==> src/rtl/mux_pkg.sv <==
// Shared constants and round-robin search helper for the N:1 pipelined selector.
package mux_pkg;

   localparam int unsigned MODE_SEL = 0;
   localparam int unsigned MODE_RR  = 1;
   localparam int unsigned RR_MAX_N = 16;

   typedef struct packed {
      logic       found;
      logic [3:0] idx;
   } rr_pick_t;

   // First set bit of valid at or above ptr, wrapping modulo n (n <= 16, ptr < n).
   function automatic rr_pick_t rr_pick(input logic [15:0] valid, input logic [3:0] ptr,
                                        input int unsigned n);
      rr_pick_t   r;
      logic [4:0] j;
      r = '0;
      for (int unsigned i = 0; i < RR_MAX_N; i++) begin
         j = {1'b0, ptr} + 5'(i);
         if (32'(j) >= n) j = j - 5'(n);
         if (i < n && !r.found && valid[j[3:0]]) begin
            r.found = 1'b1;
            r.idx   = j[3:0];
         end
      end
      return r;
   endfunction

endpackage

==> src/rtl/rr_arbiter_n.sv <==
// Round-robin arbiter: pointer register plus priority search from the pointer.
module rr_arbiter_n
   import mux_pkg::*;
#(
   parameter int unsigned N     = 4,
   parameter int unsigned SEL_W = $clog2(N)
) (
   input  logic             clk,
   input  logic             rst,
   input  logic [N-1:0]     i_valid,
   input  logic             i_advance,
   output logic [SEL_W-1:0] o_grant,
   output logic             o_found
);

   logic [SEL_W-1:0] r_ptr;
   logic [SEL_W-1:0] w_ptr_next;
   rr_pick_t         w_pick;

   // Search upward from the pointer for the first requesting channel.
   always_comb begin
      w_pick     = rr_pick(16'(i_valid), 4'(r_ptr), N);
      o_found    = w_pick.found;
      o_grant    = SEL_W'(w_pick.idx);
      w_ptr_next = (o_grant == SEL_W'(N - 1)) ? '0 : o_grant + SEL_W'(1);
   end

   // Pointer moves past the winner only when its word is actually accepted.
   always_ff @(posedge clk or posedge rst) begin
      if (rst) begin
         r_ptr <= '0;
      end else if (i_advance) begin
         r_ptr <= w_ptr_next;
      end
   end

endmodule

==> src/rtl/mux_nx1_pipe.sv <==
// Registered N:1 selector with valid/ready on every channel; explicit select or round-robin.
module mux_nx1_pipe
   import mux_pkg::*;
#(
   parameter int unsigned WIDTH = 32,
   parameter int unsigned N     = 4,
   parameter int unsigned SEL_W = $clog2(N),
   parameter int unsigned MODE  = MODE_SEL
) (
   input  logic               clk,
   input  logic               rst,
   input  logic [N*WIDTH-1:0] in_data,
   input  logic [N-1:0]       in_valid,
   output logic [N-1:0]       in_ready,
   input  logic [SEL_W-1:0]   sel,
   output logic [WIDTH-1:0]   out_data,
   output logic [SEL_W-1:0]   out_src,
   output logic               out_valid,
   input  logic               out_ready,
   output logic               sel_err
);

   logic [WIDTH-1:0] r_out_data;
   logic [SEL_W-1:0] r_out_src;
   logic             r_out_valid;
   logic             r_sel_err;

   logic             w_free;
   logic             w_sel_ok;
   logic             w_grant_ok;
   logic [SEL_W-1:0] w_grant;
   logic             w_gvalid;
   logic [WIDTH-1:0] w_gdata;
   logic             w_xfer;

   assign w_free   = !r_out_valid || out_ready;
   assign w_sel_ok = 32'(sel) < N;

   if (MODE == MODE_RR) begin : g_rr
      logic [SEL_W-1:0] w_rr_grant;
      logic             w_rr_found;

      rr_arbiter_n #(
         .N     (N),
         .SEL_W (SEL_W)
      ) u_arb (
         .clk       (clk),
         .rst       (rst),
         .i_valid   (in_valid),
         .i_advance (w_xfer),
         .o_grant   (w_rr_grant),
         .o_found   (w_rr_found)
      );

      assign w_grant    = w_rr_grant;
      assign w_grant_ok = w_rr_found;
   end else begin : g_sel
      assign w_grant    = sel;
      assign w_grant_ok = w_sel_ok;
   end

   // Decode the grant into channel data/valid and the one-hot ready vector.
   always_comb begin
      w_gvalid = 1'b0;
      w_gdata  = '0;
      in_ready = '0;
      for (int unsigned k = 0; k < N; k++) begin
         if (w_grant == SEL_W'(k)) begin
            w_gvalid = in_valid[k];
            w_gdata  = in_data[k*WIDTH +: WIDTH];
            if (w_grant_ok && !rst) in_ready[k] = w_free;
         end
      end
   end

   assign w_xfer = w_free && w_grant_ok && w_gvalid;

   // Output register: load on transfer, drop valid on drain, sticky select error.
   always_ff @(posedge clk or posedge rst) begin
      if (rst) begin
         r_out_data  <= '0;
         r_out_src   <= '0;
         r_out_valid <= 1'b0;
         r_sel_err   <= 1'b0;
      end else begin
         if (w_xfer) begin
            r_out_data  <= w_gdata;
            r_out_src   <= w_grant;
            r_out_valid <= 1'b1;
         end else if (out_ready) begin
            r_out_valid <= 1'b0;
         end
         if (MODE == MODE_SEL && !w_sel_ok && |in_valid) r_sel_err <= 1'b1;
      end
   end

   assign out_data  = r_out_data;
   assign out_src   = r_out_src;
   assign out_valid = r_out_valid;
   assign sel_err   = r_sel_err;

endmodule

==> config.mk <==
export PLATFORM = sky130hd
export DESIGN_NAME = mux_nx1_pipe
export DESIGN_NICKNAME = d
export VERILOG_FILES = /design/src/rtl/mux_pkg.sv /design/src/rtl/rr_arbiter_n.sv /design/src/rtl/mux_nx1_pipe.sv
export SDC_FILE = /design/constraint.sdc
export NUM_CORES = 1
export LEC_CHECK = 0
export ABC_AREA = 1
export CELL_PAD_IN_SITES_DETAIL_PLACEMENT = 1
export CELL_PAD_IN_SITES_GLOBAL_PLACEMENT = 1
export CORE_MARGIN = 3
export CORE_UTILIZATION = 20
export DETAILED_ROUTE_END_ITERATION = 8
export MAX_ROUTING_LAYER = met4
export PLACE_DENSITY_LB_ADDON = 0.1
export SETUP_SLACK_MARGIN = 0.3
export SKIP_CTS_REPAIR_TIMING = 1
export SLEW_MARGIN = 20
export SYNTH_ARGS = -nofsm -noshare
export SYNTH_HDL_FRONTEND = slang
export SYNTH_SLANG_ARGS = --single-unit
==> constraint.sdc <==
create_clock -name clk -period 1.25 [get_ports clk]
set_input_delay 0.125 -clock clk [delete_from_list [all_inputs] [get_ports clk]]
set_output_delay 0.125 -clock clk [all_outputs]
set_load 0.02 [all_outputs]
==> run metrics <==
RSZ-0062 raised after global routing true; root buffer selected by CTS clkbuf_16; flip-flop and latch count after synthesis 35; Worst setup SP type register; ys flop type dfrtp_1; Final Skew 2.20 ps; share of cells above drive strength 1 between 10% and 20%; fin area approximately 4800 µm²; register area 876 µm²; post-DR vias/cell 4.76; Synth area leader dfrtp_1; Longest Clk Path Bufs 2; crit-path max FO 4; worst hold-check path type in2async; Sink Count 35; Max-cap violations 0; vias in the first global route approximately 3400; Final setup viols 10; period utilisation layout 102%; RD Place Congestion 0.767; status finished with violations; cell row count 39; number of hold violations in the final report 0; Tot GR Track Use 17.3%; Layout Utilization 40.9%; # diodes 0; Die Y ~120 µm; Critical Path End Type primary output; DR pass1 iterations 4; die area ~13000 µm²; post-DP HPWL 9020 µm; Post-synth EDFFs 0; leakage roughly 2.1 nW; Final #Nets slightly below 700; Ports roughly 180; H-Tree Depth 2; setup_tns -77.5 ps; Tmin final 1270 ps; PnR Total Power 5.19 mW; Peak supply drop approximately 0.55 mV; FILL cells about 1400; Reg clk slew, reported paths ~50 ps; pwr dens ~1100 nW/µm²; antenna violations before repair 0; Total Wirelength 11600 µm; Req. time, crit path 1120 ps; CTS tree done; Area contributors post-synth dfrtp_1 (36%), nand3_1 (27%), nand2_1 (17%), nand4_1 (8.3%), buf_2 (3.1%); Port Buffer Count 175; Max Freq 787 MHz; most frequent cell after synthesis nand3_1; share of the synthesized area in the top cell type between 30% and 40%; Core ar. approximately 12000 µm²; Die Wd 116 µm; Post-synth top cells nand3_1 (131), nand2_1 (107), dfrtp_1 (35); Place WS -430 ps; placed insts ~670; mapped cell area 2420 µm²; Setup WS post-layout -20.3 ps; synth warn 0; violated checks setup timing; ys async rst share between 90% and 100%; Starting Density between 20% and 30%; layout overhead on the synthesized area 96.4%; CP Class reg2out; Area after DPL roughly 4500 µm²; reg-to-reg startpoint out_valid; Netlist cell types 17; crit path from out_valid; Multi-input gate area between 1000 and 1500 µm²; GRT overflow 0; Post-Synthesis Cells between 300 and 400; Slew Limit Fails 0; CTS Buf Count 5; WHS 434 ps; # DRC 0; vias post-DR 3262; DR WL/cell about 17 µm; Clock Latency Late Sink 270 ps; Syn Area/Cell around 6.8 µm²; largest net degree at the start of global routing 36; post-route ant nets 0; post-synthesis sequential area ratio about 36%; first-pass GRT wire length between 15000 and 20000 µm; WP data arrival between 1000 and 1500 ps; Syn Nets 492; Layout Cells excl Fill roughly 690; DR iter-0 viols about 150
==> path summary, 6_finish.rpt <==
check,depth (start not counted),endpoint,slack (ps)
worst max register to register,6,out_data[13],0
min in group clk,2,out_data[23],470
worst min register to register,2,out_data[23],470
worst max-delay path,4,in_ready[2],-20
max in group asynchronous,3,out_data[6],480
worst min-delay path,3,out_data[21],430
==> layout by cell type (no fill, tap or decap), types with 2 or more instances in the layout <==
cell	netlist	layout
dfrtp_1	35	35
buf_12	0	3
nand3_1	131	130
buf_6	4	37
nand3_2	1	2
nand4_1	32	32
nand2_4	2	3
clkbuf_16	0	5
buf_4	4	36
nand2_1	107	105
nor3_4	0	4
clkbuf_8	0	2
buf_2	15	3
inv_1	4	3
clkdlybuf4s50_1	0	134
==> cell families (layout without fill, tap and decap cells) <==
kind of cell,count (synthesis),count (layout),synth area share (%)
flops,35,35,36.2
other cells,1,1,0.155
simple gates,278,278,54.6
buf+inv,41,228,9.10
==> power by group <==
| group | leakage, nW | internal, mW | switching [mW] |
|---|---|---|---|
| combinational | 1.62 | 1.24 | 1.10 |
| clock | 0.0772 | 0.848 | 0.443 |
| sequential | 0.437 | 1.39 | 0.177 |
==> per-layer routing <==
| layer | share of wire, % | vias up | wire length (µm) | global-route usage (%) |
|---|---|---|---|---|
| met2 | 51 | 99 | 5980 | 30.1 |
| met4 | 1.2 | 0 | 141 | 4.02 |
| met5 | 0 | - | 0 | - |
| met3 | 5.2 | 10 | 606 | 2.82 |
| li1 | - | 1597 | - | - |
| met1 | 42 | 1556 | 4900 | 20.9 |
==> worst max-delay path, cell delays in order (launching register included) <==
cell     delay (ps)
dfrtp_1         420
nand2_4         110
nand2_8          80
nor3_4          120
buf_6           140
==> final cells by class <==
class	instances	area share, %
tap	143	3.76
sequential	35	18.4
inverter	6	0.605
multi-input combinational	279	29.4
timing repair buffer	214	44.5
clock buffer	8	3.29
==> state kept, by name, indices dropped and copies added, names as in the netlist <==
name / cells
out_data: 32
out_valid: 1
out_src: 2
(Power assumes the default switching activity.)
